[config.mk]
export PLATFORM = sky130hd
export DESIGN_NAME = uart_tx_flat
export DESIGN_NICKNAME = d
export VERILOG_FILES = /design/src/rtl/uart_tx_if.sv /design/src/rtl/uart_tx.sv /design/src/flat_wrapper.sv
export SDC_FILE = /design/constraint.sdc
export NUM_CORES = 1
export LEC_CHECK = 0
export BUFFER_PORTS_ARGS = -buffer_cell sky130_fd_sc_hd__buf_2
export CORE_UTILIZATION = 60
export CTS_CLUSTER_SIZE = 30
export DETAILED_ROUTE_END_ITERATION = 10
export PLACE_DENSITY = 0.92
export SLEW_MARGIN = 25
export SYNTH_ARGS = -nofsm -noshare
export SYNTH_HDL_FRONTEND = slang
export SYNTH_SLANG_ARGS = --single-unit
[constraint.sdc]
create_clock -name clk -period 4.2 [get_ports clk]
set_input_delay 0.84 -clock clk [delete_from_list [all_inputs] [get_ports clk]]
set_output_delay 0.84 -clock clk [all_outputs]
set_load 0.005 [all_outputs]
[src/rtl/uart_tx_if.sv]
// Bundle between a UART transmitter and its driver.
// Carries the baud tick, frame request/config and the serial line status.
interface uart_tx_if;
    logic       tick;
    logic       TxStart;
    logic [7:0] TxData;
    logic [3:0] NBits;
    logic       ParityEn;
    logic       ParityOdd;
    logic       TwoStop;
    logic       Tx;
    logic       TxBusy;
    logic       TxDone;

    modport master (
        output tick, TxStart, TxData, NBits,
        output ParityEn, ParityOdd, TwoStop,
        input  Tx, TxBusy, TxDone
    );

    modport slave (
        input  tick, TxStart, TxData, NBits,
        input  ParityEn, ParityOdd, TwoStop,
        output Tx, TxBusy, TxDone
    );
endinterface

[src/rtl/uart_tx.sv]
// Configurable UART transmitter: 5-8 data bits, optional parity,
// one or two stop bits, 16 ticks per bit cell.
module uart_tx (
    input  logic      clk,
    input  logic      Rst_n,
    uart_tx_if.slave  bus
);

    typedef enum logic [2:0] {
        IDLE,
        START,
        DATA,
        PARITY,
        STOP
    } state_t;

    state_t     state, state_d;
    logic [3:0] tick_cnt, tick_cnt_d;
    logic [2:0] bit_idx, bit_idx_d;
    logic [2:0] idx_inc;
    logic       stop_cnt, stop_cnt_d;
    logic [7:0] data_q, data_d;
    logic [3:0] nbits_q, nbits_d;
    logic       par_en_q, par_en_d;
    logic       par_odd_q, par_odd_d;
    logic       two_stop_q, two_stop_d;
    logic       tx_q, tx_d;
    logic       busy_q, busy_d;
    logic       done_q, done_d;
    logic       cell_end;
    logic       last_bit;
    logic [3:0] nb_clamp;
    logic [7:0] nb_mask;

    always_comb begin
        nb_clamp = bus.NBits;
        if (bus.NBits < 4'd5) begin
            nb_clamp = 4'd5;
        end else if (bus.NBits > 4'd8) begin
            nb_clamp = 4'd8;
        end
        // Bits above N are cleared at load so parity can XOR all 8.
        nb_mask = ~(8'hFF << nb_clamp);
    end

    assign cell_end = bus.tick && (tick_cnt == 4'hF);
    assign last_bit = ({1'b0, bit_idx} == (nbits_q - 4'd1));
    assign idx_inc  = bit_idx + 3'd1;

    always_comb begin
        state_d    = state;
        tick_cnt_d = bus.tick ? tick_cnt + 4'd1 : tick_cnt;
        bit_idx_d  = bit_idx;
        stop_cnt_d = stop_cnt;
        data_d     = data_q;
        nbits_d    = nbits_q;
        par_en_d   = par_en_q;
        par_odd_d  = par_odd_q;
        two_stop_d = two_stop_q;
        tx_d       = tx_q;
        busy_d     = busy_q;
        done_d     = 1'b0;
        unique case (state)
            IDLE: begin
                tick_cnt_d = 4'd0;
                tx_d       = 1'b1;
                busy_d     = 1'b0;
                if (bus.TxStart) begin
                    state_d    = START;
                    data_d     = bus.TxData & nb_mask;
                    nbits_d    = nb_clamp;
                    par_en_d   = bus.ParityEn;
                    par_odd_d  = bus.ParityOdd;
                    two_stop_d = bus.TwoStop;
                    bit_idx_d  = 3'd0;
                    stop_cnt_d = 1'b0;
                    tx_d       = 1'b0;
                    busy_d     = 1'b1;
                end
            end
            START: begin
                if (cell_end) begin
                    state_d   = DATA;
                    bit_idx_d = 3'd0;
                    tx_d      = data_q[0];
                end
            end
            DATA: begin
                if (cell_end) begin
                    if (last_bit) begin
                        if (par_en_q) begin
                            state_d = PARITY;
                            tx_d    = (^data_q) ^ par_odd_q;
                        end else begin
                            state_d = STOP;
                            tx_d    = 1'b1;
                        end
                    end else begin
                        bit_idx_d = idx_inc;
                        tx_d      = data_q[idx_inc];
                    end
                end
            end
            PARITY: begin
                if (cell_end) begin
                    state_d    = STOP;
                    stop_cnt_d = 1'b0;
                    tx_d       = 1'b1;
                end
            end
            STOP: begin
                if (cell_end) begin
                    if (two_stop_q && !stop_cnt) begin
                        stop_cnt_d = 1'b1;
                    end else begin
                        state_d    = IDLE;
                        stop_cnt_d = 1'b0;
                        busy_d     = 1'b0;
                        done_d     = 1'b1;
                    end
                end
            end
            default: begin
                state_d = IDLE;
                tx_d    = 1'b1;
                busy_d  = 1'b0;
            end
        endcase
    end

    always_ff @(posedge clk) begin
        if (!Rst_n) begin
            state      <= IDLE;
            tick_cnt   <= 4'd0;
            bit_idx    <= 3'd0;
            stop_cnt   <= 1'b0;
            data_q     <= 8'd0;
            nbits_q    <= 4'd0;
            par_en_q   <= 1'b0;
            par_odd_q  <= 1'b0;
            two_stop_q <= 1'b0;
            tx_q       <= 1'b1;
            busy_q     <= 1'b0;
            done_q     <= 1'b0;
        end else begin
            state      <= state_d;
            tick_cnt   <= tick_cnt_d;
            bit_idx    <= bit_idx_d;
            stop_cnt   <= stop_cnt_d;
            data_q     <= data_d;
            nbits_q    <= nbits_d;
            par_en_q   <= par_en_d;
            par_odd_q  <= par_odd_d;
            two_stop_q <= two_stop_d;
            tx_q       <= tx_d;
            busy_q     <= busy_d;
            done_q     <= done_d;
        end
    end

    assign bus.Tx     = tx_q;
    assign bus.TxBusy = busy_q;
    assign bus.TxDone = done_q;

endmodule

[src/flat_wrapper.sv]
// flat-port wrapper written by rule: the top's interface ports become plain ports
module uart_tx_flat 
  (clk, Rst_n, bus_tick, bus_TxStart, bus_TxData, bus_NBits, bus_ParityEn, bus_ParityOdd, bus_TwoStop, bus_Tx, bus_TxBusy, bus_TxDone);
  uart_tx_if bus_i ();
  input  logic clk;
  input  logic Rst_n;
  input wire logic [$bits(bus_i.tick)-1:0] bus_tick;
  input wire logic [$bits(bus_i.TxStart)-1:0] bus_TxStart;
  input wire logic [$bits(bus_i.TxData)-1:0] bus_TxData;
  input wire logic [$bits(bus_i.NBits)-1:0] bus_NBits;
  input wire logic [$bits(bus_i.ParityEn)-1:0] bus_ParityEn;
  input wire logic [$bits(bus_i.ParityOdd)-1:0] bus_ParityOdd;
  input wire logic [$bits(bus_i.TwoStop)-1:0] bus_TwoStop;
  output wire logic [$bits(bus_i.Tx)-1:0] bus_Tx;
  output wire logic [$bits(bus_i.TxBusy)-1:0] bus_TxBusy;
  output wire logic [$bits(bus_i.TxDone)-1:0] bus_TxDone;
  assign bus_i.tick = bus_tick;
  assign bus_i.TxStart = bus_TxStart;
  assign bus_i.TxData = bus_TxData;
  assign bus_i.NBits = bus_NBits;
  assign bus_i.ParityEn = bus_ParityEn;
  assign bus_i.ParityOdd = bus_ParityOdd;
  assign bus_i.TwoStop = bus_TwoStop;
  assign bus_Tx = bus_i.Tx;
  assign bus_TxBusy = bus_i.TxBusy;
  assign bus_TxDone = bus_i.TxDone;
  uart_tx u_core (.clk(clk), .Rst_n(Rst_n), .bus(bus_i));
endmodule
==> impl_metrics.env <==
export IMPL_cts_tree="built"
export IMPL_min_period_ps=2480
export IMPL_syn_nets=204
export IMPL_async_reset_ff_share_pct=0
export IMPL_setup_viol=0
export IMPL_netlist_top_cells_area="dfxtp_1 (37%), nand2_1 (6.8%), a21boi_0 (6.3%)"
export IMPL_postSynthAreaPerCell_um2=8.53
export IMPL_required_ps=4430
export IMPL_grt_pass1_vias=1237
export IMPL_coreArea_um2=2450
export IMPL_hold_class="reg -> reg"
export IMPL_critical_path_peak_fanout=8
export IMPL_first_iter_violations=53
export IMPL_route_detailed_drc=1
export IMPL_min_to="u_core.two_stop_q"
export IMPL_min_from="u_core.two_stop_q"
export IMPL_diodes=0
export IMPL_p_per_area_nw_per_um2=339
export IMPL_peakVddDrop_mv=0.343
export IMPL_maxCapViolations=0
export IMPL_crit_arrival_ps=2710
export IMPL_place_hpwl_um=2310
export IMPL_synth_seq_cells=29
export IMPL_outcome="complete, but fails checks"
export IMPL_htreeDepth=2
export IMPL_rows=18
export IMPL_vias_per_cell=5.95
export IMPL_clockBufferDepth=2
export IMPL_die_y_um=52.9
export IMPL_finClkSkew_ps=14.2
export IMPL_use_met2_pct=46.0
export IMPL_startpoint_type="register"
export IMPL_fillers=187
export IMPL_ys_flop_type="dfxtp_1"
export IMPL_gr_total_overflow=0
export IMPL_place_congestion=0.800
export IMPL_rsz0062_at_grt="false"
export IMPL_grt_pass1_wl_um=5150
export IMPL_met3_usage_pct=6.32
export IMPL_nets=224
export IMPL_post_synth_top_area_fraction_pct=37.4
export IMPL_worst_slew_pin_slew_ps=807
export IMPL_multiInputGateArea_um2=916
export IMPL_r2r_start="u_core.nbits_q[0]"
export IMPL_cts_resized=0
export IMPL_drive_gt1_share_pct=17.2
export IMPL_cts_made_buffers=5
export IMPL_post_drt_wl_per_cell_um=13.5
export IMPL_synth_edf_count=0
export IMPL_grt_busiest_layer="met2"
export IMPL_track_usage_pct=25.8
export IMPL_end_kind="register"
export IMPL_final_max_slew_viol_count=0
export IMPL_die_x_um=52.9
export IMPL_dieArea_um2=2800
export IMPL_antenna_found_initial=0
export IMPL_reg2regPathDepth=7
export IMPL_finalPower_uw=589
export IMPL_slew_headroom_pct=46.0
export IMPL_top_level_ports=22
export IMPL_clock_sinks=29
export IMPL_yosysWarnings=0
export IMPL_grtUsageMet1_pct=28.5
export IMPL_hold_violations=0
export IMPL_grt_max_degree=26
export IMPL_power_static_leakage_uw=0.000676
export IMPL_io_buffers=21
export IMPL_regArea_um2=581
export IMPL_initial_core_util_pct=63.3
export IMPL_syn_instance_count=182
export IMPL_layout_common_cells="dfxtp_1 (29), nand2_1 (28), buf_2 (21)"
export IMPL_synth_seq_area_share_pct=37.4
export IMPL_clk_pin_slew_ps=90
export IMPL_drt_total_wl_um=3160
export IMPL_post_synth_top_area_cell="dfxtp_1"
export IMPL_ctsRootBufferMaster="clkbuf_4"
export IMPL_synth_distinct_cells=42
export IMPL_postRouteAntennaNets=0
export IMPL_crit_type="reg -> reg"
export IMPL_clk_insertion_delay_late_ps=330
export IMPL_min_period_over_period_pct=59.0
export IMPL_drt_first_pass_iters=7
export IMPL_min_path_cells=2
export IMPL_setup_tns_final_ps=0
export IMPL_final_common_cell="dfxtp_1"
export IMPL_hold_buffers=0
export IMPL_postCtsSetupRepairBufs=0
export IMPL_fmax_mhz=403
export IMPL_syn_cell_area_um2=1550
export IMPL_ff2ff_setup_slack_ps=1720
export IMPL_r2r_end="u_core.bus.Tx"
export IMPL_vias=1387
export IMPL_violations="DRC"
export IMPL_syn2layout_area_growth_pct=11.8
per-stage QoR:
stage / utilization [%] / worst slack [ps] / instances / instance area [um^2] / hold WS (ps)
after floorplan: - / 1890 / 182 / 1550 / 444
after global placement: 67.8 / 1830 / 225 / 1670 / 456
after detailed placement: 67.8 / 1740 / 225 / 1670 / 465
after CTS: 70.7 / 1730 / 233 / 1740 / 478
after global routing: 70.7 / 1600 / 233 / 1740 / 516
final: 70.7 / 1720 / 233 / 1740 / 474
routing by layer:
layer / share of wire [%] / wire (um)
met1: 41 / 1300
met5: 0 / 0
met3: 5.0 / 159
met4: 2.2 / 71
met2: 51 / 1620
registers in the layout, summed over array words and instances (netlist names):
register,count
u_core.bus.TxBusy,1
u_core.data_q,8
u_core.bus.Tx,1
u_core.nbits_q,4
u_core.bit_idx,3
u_core.par_odd_q,1
u_core.stop_cnt,1
u_core.state,3
u_core.par_en_q,1
u_core.bus.TxDone,1
u_core.tick_cnt,4
u_core.two_stop_q,1
how the worst max path moves through the flow:
stage,startpoint,endpoint,slack [ps],depth (start not counted)
2_1_floorplan,u_core.nbits_q[0],u_core.bus.Tx,1890,7
3_3_place_gp,u_core.nbits_q[0],u_core.bus.Tx,1830,7
3_5_place_dp,u_core.nbits_q[0],u_core.bus.Tx,1740,7
4_1_cts,u_core.nbits_q[0],u_core.bus.Tx,1730,7
5_1_grt,u_core.nbits_q[0],u_core.bus.Tx,1600,7
6_report,u_core.nbits_q[0],u_core.bus.Tx,1720,7
Yosys cell counts (2+ instances only):
library cell  instances
nor3b_1               2
clkbuf_1              8
nand2_1              28
nand2b_1              2
a31oi_1               2
nor2b_1               6
nand3_1               6
and4_1                2
nand4_1               3
dfxtp_1              29
mux4_2                2
ha_1                  3
mux2i_1               4
nor3_1                2
a21boi_0             13
o21a_1                2
xnor2_1               9
xor2_1                4
nor2_1               13
inv_1                 7
a21oi_1              11
o21ai_0               4
layout make-up:
cell class	count	area share [%]
Timing Repair Buffer	21	6.06
Tap cell	30	2.16
Clock buffer	7	3.75
Clock inverter	1	0.288
Sequential cell	29	33.5
Multi-Input combinational cell	138	52.8
Inverter	7	1.51
power breakdown:
| part | switching (uW) | total, uW | internal (uW) |
|---|---|---|---|
| clock | 94.0 | 191 | 96.9 |
| sequential | 14.6 | 304 | 289 |
| combinational | 47.3 | 94.5 | 47.2 |
critical path: stages (launching register included):
cell     delay (ps)
dfxtp_1         400
inv_1            70
ha_1            200
xor2_1          160
or4_1           480
a311o_1         480
or3_1           380
a31o_1          210
kinds of logic (layout without fill, tap and decap cells):
logic type                 count (synthesis)  in the layout  share of synthesized area, %
and+or+nand+nor                           70             70                          22.2
AOI/OAI and AO/OA                         45             45                          20.1
DFF                                       29             29                          37.4
buffers and inverters                     15             36                          3.63
xor gates and xnor gates                  14             14                          8.78
muxes                                      6              6                          5.48
adders and majority gates                  3              3                          2.42
Note: power is estimated with default switching activity, not from simulation.
